**src/rtl/fifo_wr_arbiter.sv**
```systemverilog
// fifo_wr_arbiter
//   Round-robin burst arbiter sharing the write port of one FIFO between
//   N_REQ producers. One owner at a time writes up to BURST_LEN words, the
//   FIFO full flag gates every write combinationally, and priority rotates
//   to the requester after the owner once a tenure ends.
//
// Ports
//   clk        rising-edge clock
//   rst        synchronous reset, active low
//   req        per-requester valid
//   req_data   packed request words, slot i at [i*DW +: DW]
//   gnt        one-hot grant (combinational); req[i] && gnt[i] consumes a word
//   fifo_full  FIFO full flag
//   fifo_we    FIFO write enable (combinational)
//   fifo_din   FIFO write data, 0 when nothing is granted
//   busy       registered, 1 while in BURST
//   owner      registered index of the current/last owner
//
// state   | meaning
// --------+--------------------------------------------------------------
// S_IDLE  | no tenure; grant the first requester from rr_ptr, word 1 moves
// S_BURST | owner holds the port until BURST_LEN words, release, or reset

module fifo_wr_arbiter #(
   parameter int N_REQ     = 4,
   parameter int DW        = 8,
   parameter int BURST_LEN = 4
) (
   input  logic                clk,
   input  logic                rst,
   input  logic [N_REQ-1:0]    req,
   input  logic [N_REQ*DW-1:0] req_data,
   output logic [N_REQ-1:0]    gnt,
   input  logic                fifo_full,
   output logic                fifo_we,
   output logic [DW-1:0]       fifo_din,
   output logic                busy,
   output logic [2:0]          owner
);

   localparam int            PW          = (N_REQ > 1) ? $clog2(N_REQ) : 1;
   localparam logic [PW:0]   N_REQ_W     = (PW+1)'(N_REQ);
   localparam logic [3:0]    BURST_LEN_W = 4'(BURST_LEN);

   typedef enum logic {S_IDLE = 1'b0, S_BURST = 1'b1} state_t;

   state_t        state_q, state_d;
   logic [PW-1:0] rr_ptr_q, rr_ptr_d;
   logic [PW-1:0] owner_q, owner_d;
   logic [3:0]    beat_cnt_q, beat_cnt_d;
   logic          busy_q, busy_d;
   logic          pick_vld;
   logic [PW-1:0] pick_idx;

   function automatic logic [PW-1:0] wrap_inc(input logic [PW-1:0] idx);
      logic [PW:0] t;
      t = {1'b0, idx} + (PW+1)'(1);
      if (t >= N_REQ_W) t = '0;
      return t[PW-1:0];
   endfunction

   // First asserted request searching upward from rr_ptr, wrapping mod N_REQ.
   always_comb begin
      logic [PW:0] cand;
      pick_vld = 1'b0;
      pick_idx = '0;
      cand     = '0;
      for (int k = 0; k < N_REQ; k++) begin
         cand = {1'b0, rr_ptr_q} + (PW+1)'(k);
         if (cand >= N_REQ_W) cand = cand - N_REQ_W;
         if (!pick_vld && req[cand[PW-1:0]]) begin
            pick_vld = 1'b1;
            pick_idx = cand[PW-1:0];
         end
      end
   end

   always_ff @(posedge clk) begin
      if (!rst) begin
         state_q    <= S_IDLE;
         rr_ptr_q   <= '0;
         owner_q    <= '0;
         beat_cnt_q <= '0;
         busy_q     <= 1'b0;
      end else begin
         state_q    <= state_d;
         rr_ptr_q   <= rr_ptr_d;
         owner_q    <= owner_d;
         beat_cnt_q <= beat_cnt_d;
         busy_q     <= busy_d;
      end
   end

   always_comb begin
      state_d    = state_q;
      rr_ptr_d   = rr_ptr_q;
      owner_d    = owner_q;
      beat_cnt_d = beat_cnt_q;
      case (state_q)
         S_IDLE: begin
            if (!fifo_full && pick_vld) begin
               owner_d = pick_idx;
               if (BURST_LEN == 1) begin
                  rr_ptr_d = wrap_inc(pick_idx);
               end else begin
                  state_d    = S_BURST;
                  beat_cnt_d = 4'd1;
               end
            end
         end
         S_BURST: begin
            // A dropped request releases the tenure even while the FIFO is full.
            if (!req[owner_q]) begin
               state_d  = S_IDLE;
               rr_ptr_d = wrap_inc(owner_q);
            end else if (!fifo_full) begin
               beat_cnt_d = beat_cnt_q + 4'd1;
               if (beat_cnt_d == BURST_LEN_W) begin
                  state_d  = S_IDLE;
                  rr_ptr_d = wrap_inc(owner_q);
               end
            end
         end
         default: state_d = S_IDLE;
      endcase
      busy_d = (state_d == S_BURST);
   end

   // Grant is held off for the whole reset cycle so nothing is written then.
   always_comb begin
      gnt = '0;
      if (rst) begin
         if (state_q == S_IDLE) begin
            if (!fifo_full && pick_vld) gnt[pick_idx] = 1'b1;
         end else begin
            gnt[owner_q] = req[owner_q] && !fifo_full;
         end
      end
      fifo_din = '0;
      for (int i = 0; i < N_REQ; i++) begin
         fifo_din = fifo_din | (req_data[i*DW +: DW] & {DW{gnt[i]}});
      end
      fifo_we = |(req & gnt);
   end

   assign busy  = busy_q;
   assign owner = 3'(owner_q);

endmodule

```
**config.mk**
```make
export PLATFORM = sky130hd
export DESIGN_NAME = fifo_wr_arbiter
export DESIGN_NICKNAME = d
export VERILOG_FILES = /design/src/rtl/fifo_wr_arbiter.sv
export SDC_FILE = /design/constraint.sdc
export NUM_CORES = 1
export LEC_CHECK = 0
export ABC_CLOCK_PERIOD_IN_PS = 2100
export CORE_ASPECT_RATIO = 0.8
export CORE_UTILIZATION = 37
export CTS_CLUSTER_SIZE = 12
export DETAILED_ROUTE_END_ITERATION = 8
export GPL_ROUTABILITY_DRIVEN = 0
export PLACE_DENSITY = 0.76
export SLEW_MARGIN = 20
export SYNTH_ARGS = -nofsm -noshare
export SYNTH_HDL_FRONTEND = slang
export SYNTH_SLANG_ARGS = --single-unit
```
**constraint.sdc**
```tcl
create_clock -name clk -period 2.1 [get_ports clk]
set_input_delay 0.42 -clock clk [delete_from_list [all_inputs] [get_ports clk]]
set_output_delay 0.42 -clock clk [all_outputs]
set_load 0.01 [all_outputs]
```
# Word-level counts from Yosys, hierarchy flattened
# Index checks and enable logic that the tools add are counted.
[word_totals]
register_bits = 9
latchBits = 0
ramBits = 0
romBits = 0
in_bits = 39
output_inout_bits = 17
word_cells = 99
mem_count = 0
[classes]
add_sub_neg = 9
n_mul = 0
div_mod_pow = 0
order_cmp = 13
n_eq_ne = 6
shifts = 0
muxes = 42
bitwise = 10
n_reduce_logical = 15
[ops]
columns = ["op", "count"]
rows = [
  ["bitwise AND 8 bit", 4],
  ["two-way mux 2 bit", 12],
  ["two-way mux 4 bit", 6],
  ["bitwise OR 8 bit", 3],
  ["less-than comparator 2 x 3 -> 1 bit (second input constant)", 6],
  ["two-way mux 1 bit", 15],
  ["greater-or-equal comparator 3 bit (second input constant)", 4],
  ["binary-select mux 1 bit (select 2 bit)", 5],
  ["bitwise AND 4 bit", 2],
  ["one-hot mux 4 bit (2 select lines)", 1],
  ["subtractor 2 x 1 -> 2 bit (second input constant)", 4],
  ["logical AND 1 bit", 7],
  ["adder 2 x 1 -> 3 bit (second input constant)", 2],
  ["adder 2 x 2 -> 3 bit (second input constant)", 2],
  ["!= test 2 bit (second input constant)", 3],
  ["AND reduction 3 bit", 2],
  ["adder 4 x 1 -> 4 bit (second input constant)", 1],
  ["demux 1 bit (select 2 bit)", 2],
  ["== test 4 x 3 -> 1 bit (second input constant)", 1],
  ["greater-or-equal comparator 2 x 1 -> 1 bit (second input constant)", 2],
  ["zero test 1 bit", 4],
  ["!= test 2 x 1 -> 1 bit (second input constant)", 2],
  ["OR reduction 4 bit", 1],
  ["greater-or-equal comparator 2 x 3 -> 1 bit (second input constant)", 1],
  ["3 further kinds", 3],
]

# Depth between registers and ports, before layout
# Gate-level depths: netlist of the first run.
[logic_depth]
depth_word = 25
depth_mapped = 7
mapped_depth_nobuf = 6

# Worst setup path after synthesis of the first run
# Ideal clock, no wire load.
[synth_path]
kind = "reg2out"
startpoint = "register owner_q[0]"
endpoint = "output fifo_din[0]"
t_arrival_ns = 1.798
required_ns = 1.680
slack_ns = -0.118
stages_incl_launch_ff = 6
path_buffers = 1
cell_sequence = "dfxtp_1 > mux4_2 > and2_1 > buf_2 > a32oi_4 > o221ai_1"
[synth_between]
elab_chain_len = 11
word_cells_on_any_way = 18
classes_between = "2 x order compare; 6 x mux; 8 x bitwise; 2 x reduce/logical"
[synth_lines]
columns = ["element", "line_no", "rtl"]
rows = [
  ["start: declaration", "49", "logic [PW-1:0] owner_q, owner_d;"],
  ["start signal: assignment", "88", "owner_q <= owner_d;"],
  ["less-than comparator 2 x 3 -> 1 bit (implied by the code) / greater-or-equal comparator 2 x 1 -> 1 bit (equally long branches)", "136", "gnt[owner_q] = req[owner_q] && !fifo_full;"],
  ["logical AND 1 bit", "136", ""],
  ["two-way mux 1 bit (implied by the code)", "136", ""],
  ["demux 1 bit (select 2 bit)", "136", ""],
  ["bitwise AND 4 bit (no line) (*)", "-", ""],
  ["two-way mux 4 bit (*)", "133", "if (state_q == S_IDLE) begin"],
  ["two-way mux 4 bit (*)", "132", "if (rst) begin"],
  ["bitwise AND 8 bit", "141", "fifo_din = fifo_din | (req_data[i*DW +: DW] & {DW{gnt[i]}});"],
  ["bitwise OR 8 bit (2 in series)", "141", ""],
  ["bitwise OR 8 bit (*)", "141", ""],
  ["end: declaration", "36", "output logic [DW-1:0] fifo_din,"],
]
# Every way passes the cells marked *; elsewhere a longest branch is shown, timed or not. The select of a mux whose other input is x is not followed.

# Worst setup path in the final report of the first run
[layout_path]
startpoint = "input req[0]"
endpoint = "output fifo_din[6]"
[layout_between]
elab_chain_len = 23
word_cells_on_any_way = 42
classes_between = "2 x order compare; 23 x mux; 8 x bitwise; 9 x reduce/logical"
[layout_lines]
columns = ["element", "line_no", "rtl"]
rows = [
  ["start: declaration", "31", "input logic [N_REQ-1:0] req,"],
  ["binary-select mux 1 bit (select 2 bit)", "71", "if (!pick_vld && req[cand[PW-1:0]]) begin"],
  ["two-way mux 1 bit (implied by the code)", "71", ""],
  ["two-way mux 1 bit", "71", ""],
  ["zero test 1 bit", "71", ""],
  ["logical AND 1 bit", "71", ""],
  ["two-way mux 1 bit", "71", ""],
  ["zero test 1 bit", "71", ""],
  ["logical AND 1 bit", "71", ""],
  ["[6 not listed]", "-", ""],
  ["two-way mux 1 bit (implied by the code)", "134", "if (!fifo_full && pick_vld) gnt[pick_idx] = 1'b1;"],
  ["demux 1 bit (select 2 bit)", "134", ""],
  ["two-way mux 4 bit", "134", ""],
  ["two-way mux 4 bit (*)", "133", ""],
  ["two-way mux 4 bit (*)", "132", ""],
  ["bitwise AND 8 bit", "141", ""],
  ["bitwise OR 8 bit (2 in series)", "141", ""],
  ["bitwise OR 8 bit (*)", "141", ""],
]
# Marked as above.

==> flow_summary.ini, run 1 <==
[run_status]
status = finished, violations left
violations = negative setup slack

[power]
p_leak_nw = 0.955
power.total_mw = 0.813
vdd_ir_drop_max_uv = 372
p_per_area_nw_per_um2 = 359

[clocking]
htreeDepth = 1
cts_tree = yes
cts_buffers = 3
clockRootBuffer = clkbuf_8
cts_buffer_depth = 2
cts_hold_buf = 0
path_clk_slew_ps = 50
clkSinkCount = 9
clock_latency_ps = 240

[route]
vias = 1595
via_per_inst = 5.68
avgRoutedWirePerCell_microns = 17.7
antenna_left = 0
dr.pass1.iters = 4
drc_errors = 0
wirelength_microns = 4980
drt-initial-drc-count = 75

[worst_setup_path]
critPathArrivalTime_ps = 2030
cp_max_fo = 6
path_cells = buf_8, nor2b_4, or4b_4, a21oi_4, a32oi_4, buf_6, o221ai_2, buf_2
crit_type = input pin to output pin
slowest_delay_ps = 570
cp_slowest_cell = or4b_4
critPathLaunchType = input pin
worstPathRequired_ps = 1680
crit_path_end_kind = output pin

[synthesis]
synth_top_family_by_area = compound AO/OA/AOI/OAI gates
synth_top_cell_by_area = dfxtp_1
synthTopCellsByCount = nand2_1, inv_1, a22oi_1
netlist_area_sq_um = 1190
netlist_instances = 150
synth.top_cell.area_share = 0.152
synth_compound_area_frac = 0.378
ys_types = 51
ys_warn_count = 0
synth.area.mux_share = 0.0864
synth_area_leaders = dfxtp_1, a22oi_1, mux2i_1, ha_1, o221ai_1
async_reset_ff_frac = 0
synth_most_common_cell = nand2_1
yosys.area_share.xor_xnor = 0.0148
syn_nets = 195
synth.avg_cell_area_sq_um = 7.92
synthAdderAreaFrac = 0.0632
synth_seq_cells = 9
synth-seq-area-share = 0.152
synth-simple-area-share = 0.220
yosys_most_used_dff = dfxtp_1
synth-edff-count = 0

[min_path]
hold_path.class = register to register

[die]
die_h_microns = 52.7
initial_core_util = 0.410
ioPinCount = 56
die-area_sq_um = 3440
row_count = 17
fp.dieW_microns = 65.3
coreArea_sq_um = 2890

[sta]
fin_ws_ps = -346
fin_setup_tns_ps = -3340
relSlewSlack = 0.673
rsz0062_at_grt = yes
skew_ps = 2.34
fmax_mhz = 409
setup_viol = 12
slew_violations = 0
finalCritPeriodShare = 1.16
period_minus_slack_ps = 2450
worstMarginPinSlew_ps = 483
timing.hold.ws_ps = 465
hold_violations = 0

[finish]
nFillCells = 196
drive_gt1_frac = 0.432
fin_nets = 289
diodes = 0
area_growth_pct = 90.6
final_util = 0.782

[grt]
grt_max_degree = 17
grt_use_total = 0.302
grt_pass1_wl_microns = 7650
antenna_found_initial = 0
first_global_vias = 1568
grt_overflow_total = 0

[placed_design]
hpwl_microns = 3510
port_buffers = 54
place_ws_ps = -1120

[run]
drv_cap = 0
## critical path, delay by kind of cell
kind | cells | cell delay, ps
compound gates | 3 | 490
simple gates | 2 | 680
buf+inv | 3 | 430
## path summary, 6_finish.rpt
path	startpoint	to	slack, ps	depth (start not counted)
max	req[0]	fifo_din[6]	-350	8
max reg2reg	owner_q[0]$_SDFFE_PN0P_	beat_cnt_q[1]$_SDFFE_PN0P_	170	8
min reg2reg	beat_cnt_q[3]$_SDFFE_PN0P_	beat_cnt_q[3]$_SDFFE_PN0P_	470	2
min	beat_cnt_q[3]$_SDFFE_PN0P_	beat_cnt_q[3]$_SDFFE_PN0P_	470	2
## flip-flops by register name (all words and copies together), names as in the netlist
| name | cells |
|---|---|
| beat_cnt_q | 4 |
| owner_q | 2 |
| rr_ptr_q | 2 |
| busy | 1 |
## per-stage QoR
stage / instance area (sq um) / instances
finish: 2260 / 281
global route: 2260 / 281
CTS: 2180 / 279
detailed placement: 2070 / 271
global placement: 2070 / 271
floorplan: 1230 / 150
## layer usage
layer / GRT usage / wire, microns / vias up
met2: 0.540 / 2510 / 67
met5: 0 / 0 / -
met4: 0.105 / 74 / 0
met1: 0.354 / 2080 / 759
met3: 0.0674 / 317 / 9
li1: - / - / 760
## area by class of cell
| cell class | count | area, sq um | area share |
|---|---|---|---|
| multi-input combinational | 119 | 1060 | 0.467 |
| inverter | 13 | 48.8 | 0.0216 |
| tap | 38 | 47.5 | 0.0210 |
| clock buffer | 4 | 45.0 | 0.0199 |
| timing repair buffer | 98 | 880 | 0.389 |
| sequential | 9 | 186 | 0.0824 |
## cells by family (layout without fill, tap and decap cells)
| kind of cell | Yosys count | in the layout |
|---|---|---|
| AOI/OAI and AO/OA | 57 | 57 |
| and+or+nand+nor | 44 | 44 |
| buffers and inverters | 22 | 115 |
| muxes | 9 | 9 |
| DFF | 9 | 9 |
| adders and majority gates | 6 | 6 |
| xor gates and xnor gates | 2 | 2 |
| other | 1 | 1 |
## power by group
part	switching [mW]	leakage [nW]	internal (mW)
combinational	0.189	0.857	0.225
sequential	0.00858	0.0750	0.179
clock	0.0783	0.0228	0.133
## cells in the final DEF (no fill, tap or decap), types with 3 or more instances in the layout
| cell | Yosys | routed |
|---|---|---|
| a21oi_1 | 9 | 7 |
| a22oi_1 | 11 | 9 |
| a22oi_2 | 2 | 4 |
| a31oi_1 | 7 | 6 |
| buf_2 | 3 | 11 |
| buf_4 | 1 | 33 |
| buf_6 | 1 | 14 |
| clkbuf_8 | 0 | 3 |
| clkdlybuf4s50_1 | 0 | 35 |
| dfxtp_1 | 9 | 6 |
| ha_1 | 6 | 5 |
| inv_1 | 12 | 12 |
| mux2i_1 | 8 | 8 |
| nand2_1 | 15 | 13 |
| nand3_1 | 4 | 3 |
| nor2_1 | 5 | 4 |
| nor2b_4 | 0 | 3 |
| o221ai_2 | 0 | 7 |
## what timing repair did
| action | in CTS | in global routing |
|---|---|---|
| buffers inserted | 5 | 3 |
| cloned | 0 | 0 |
| pin swaps | 9 | 10 |
| endpoints found under the setup margin | 16 | 13 |
| resized for setup | 103 | 20 |
Power figures use the tool's default switching activity.
==> run 2: changes to the inputs <==
- PLACE_DENSITY: 0.76 -> default
- PLACE_DENSITY_LB_ADDON: default -> 0.1
==> run 2 against run 1 <==
Against the previous run:
- the flow still finishes with violations (negative setup slack)
- hold slack better by 35 ps
- largest cell class unchanged
- via count is 1.9% higher
- highest routed layer unchanged
- combinational power is 3% lower
- cell count is 1.1% lower
==> flow_summary.ini, run 2 (synthesis results as in run 1) <==
[sta]
setup_viol = 13
finalCritPeriodShare = 1.15
skew_ps = 2.84
slew_violations = 0
hold_violations = 0
fin_ws_ps = -308
period_minus_slack_ps = 2410
rsz0062_at_grt = yes
worstMarginPinSlew_ps = 548
fmax_mhz = 415
relSlewSlack = 0.630

[placed_design]
hpwl_microns = 3430
port_buffers = 54
dpl-instance-area_sq_um = 2070

[grt]
met1_usage = 0.305
grt_max_degree = 17
grt_overflow_total = 0
met2_usage = 0.545
grt_util_met3 = 0.0848
grt_use_total = 0.294
grt_pass1_wl_microns = 7560
grt-busiest-layer = met2
antenna_found_initial = 0
first_global_vias = 1714

[finish]
largest-register = beat_cnt_q
drive_gt1_frac = 0.400
finalInstanceArea_sq_um = 2230
final_util = 0.772
diodes = 0
largestRegisters = beat_cnt_q: 4 flops, owner_q: 2 flops, rr_ptr_q: 2 flops
fin_nets = 286
final_common_cell = clkdlybuf4s50_1
largest_register_ffs = 4
area_growth_pct = 88.1
final_cell_mix = clkdlybuf4s50_1, buf_4, buf_6

[worst_setup_path]
slowest_delay_ps = 560
critPathArrivalTime_ps = 1990
crit_path_end_kind = output pin
worst_path_most_repeated_cell = buf_6
crit_type = register to output pin
worstPathRequired_ps = 1680
cp_max_fo = 4
cp_slowest_cell = or4b_4
critPathLaunchType = register
path_cells = nor2b_4, or4b_4, a21oi_4, buf_6, buf_6, a31oi_4, o221ai_2, buf_2

[route]
dr.pass1.iters = 4
via_per_inst = 5.85
drc_errors = 0
wirelength_microns = 4940
avgRoutedWirePerCell_microns = 17.8
vias = 1626
drt-initial-drc-count = 167
antenna_left = 0

[power]
combPwrFrac = 0.501
p_leak_nw = 0.945
power.internal_mw = 0.527
seqPwrFrac = 0.234
pwr-share-clk = 0.265
netSwitchingPower_mw = 0.274
switching_share = 0.342
vdd_ir_drop_max_uv = 404
p_per_area_nw_per_um2 = 358

[die]
die_h_microns = 52.7
die-area_sq_um = 3440
initial_core_util = 0.410
ioPinCount = 56
coreArea_sq_um = 2890
fp.dieW_microns = 65.3
row_count = 17

[clocking]
cts_tree = yes
htreeDepth = 1
clkSinkCount = 9
cts_buffer_depth = 2
clockRootBuffer = clkbuf_8
cts_buffers = 3
clock_latency_ps = 240
path_clk_slew_ps = 50

[run_status]
status = finished, violations left
violations = negative setup slack

[min_path]
hold_path.class = register to register

[run]
drv_cap = 0
run 2: per-stage QoR:
step	TNS [ps]	std cells	setup WS, ps	power, mW	hold WS [ps]
2_1_floorplan	-206	150	-39.7	0.354	442
3_3_place_gp	-14470	271	-1070	0.557	452
3_5_place_dp	-15760	271	-1140	0.566	495
4_1_cts	-3310	279	-333	0.788	501
5_1_grt	-3760	278	-362	0.837	531
6_report	-3110	278	-308	0.800	501
run 2: cell type report:
cell class,count,area (sq um)
multi-input cells,119,1060
repair buffers,95,848
flip-flops and latches,9,185
fillers,214,659
inverters,13,48.8
well taps,38,47.5
clock buffers,4,45.0
run 2: metal layers:
metal	routed length, microns	up-vias
met1	1820	766
li1	-	750
met2	2540	98
met5	0	-
met4	97	0
met3	476	12
run 2: timing repair:
item	4_1_cts	5_1_grt
buffers inserted	6	1
hold buffers	0	0
setup endpoints to repair	16	13
gates resized for setup	106	10
pin swaps	10	10
run 2: power by group through the flow:
stage	clock, mW	sequential [mW]	combinational [mW]
after floorplan	0	0.193	0.161
after detailed placement	0	0.190	0.376
after CTS	0.215	0.187	0.385
after global routing	0.222	0.188	0.427
final	0.212	0.187	0.401
after global placement	0	0.190	0.366
run 2: worst max-delay path, delay by kind of cell, from the launching register on:
kind	cells	cell delay, ps
compound gates	3	370
flops	1	360
buf+inv	3	420
simple gates	2	600
run 2: path summary, 6_finish.rpt:
check	from	to	slack [ps]	cells after the start
min reg2reg	beat_cnt_q[3]$_SDFFE_PN0P_	beat_cnt_q[3]$_SDFFE_PN0P_	500	2
max	rr_ptr_q[0]$_SDFFE_PN0P_	fifo_din[0]	-310	8
max reg2reg	busy$_SDFF_PN0_	beat_cnt_q[3]$_SDFFE_PN0P_	280	7
min	beat_cnt_q[3]$_SDFFE_PN0P_	beat_cnt_q[3]$_SDFFE_PN0P_	500	2
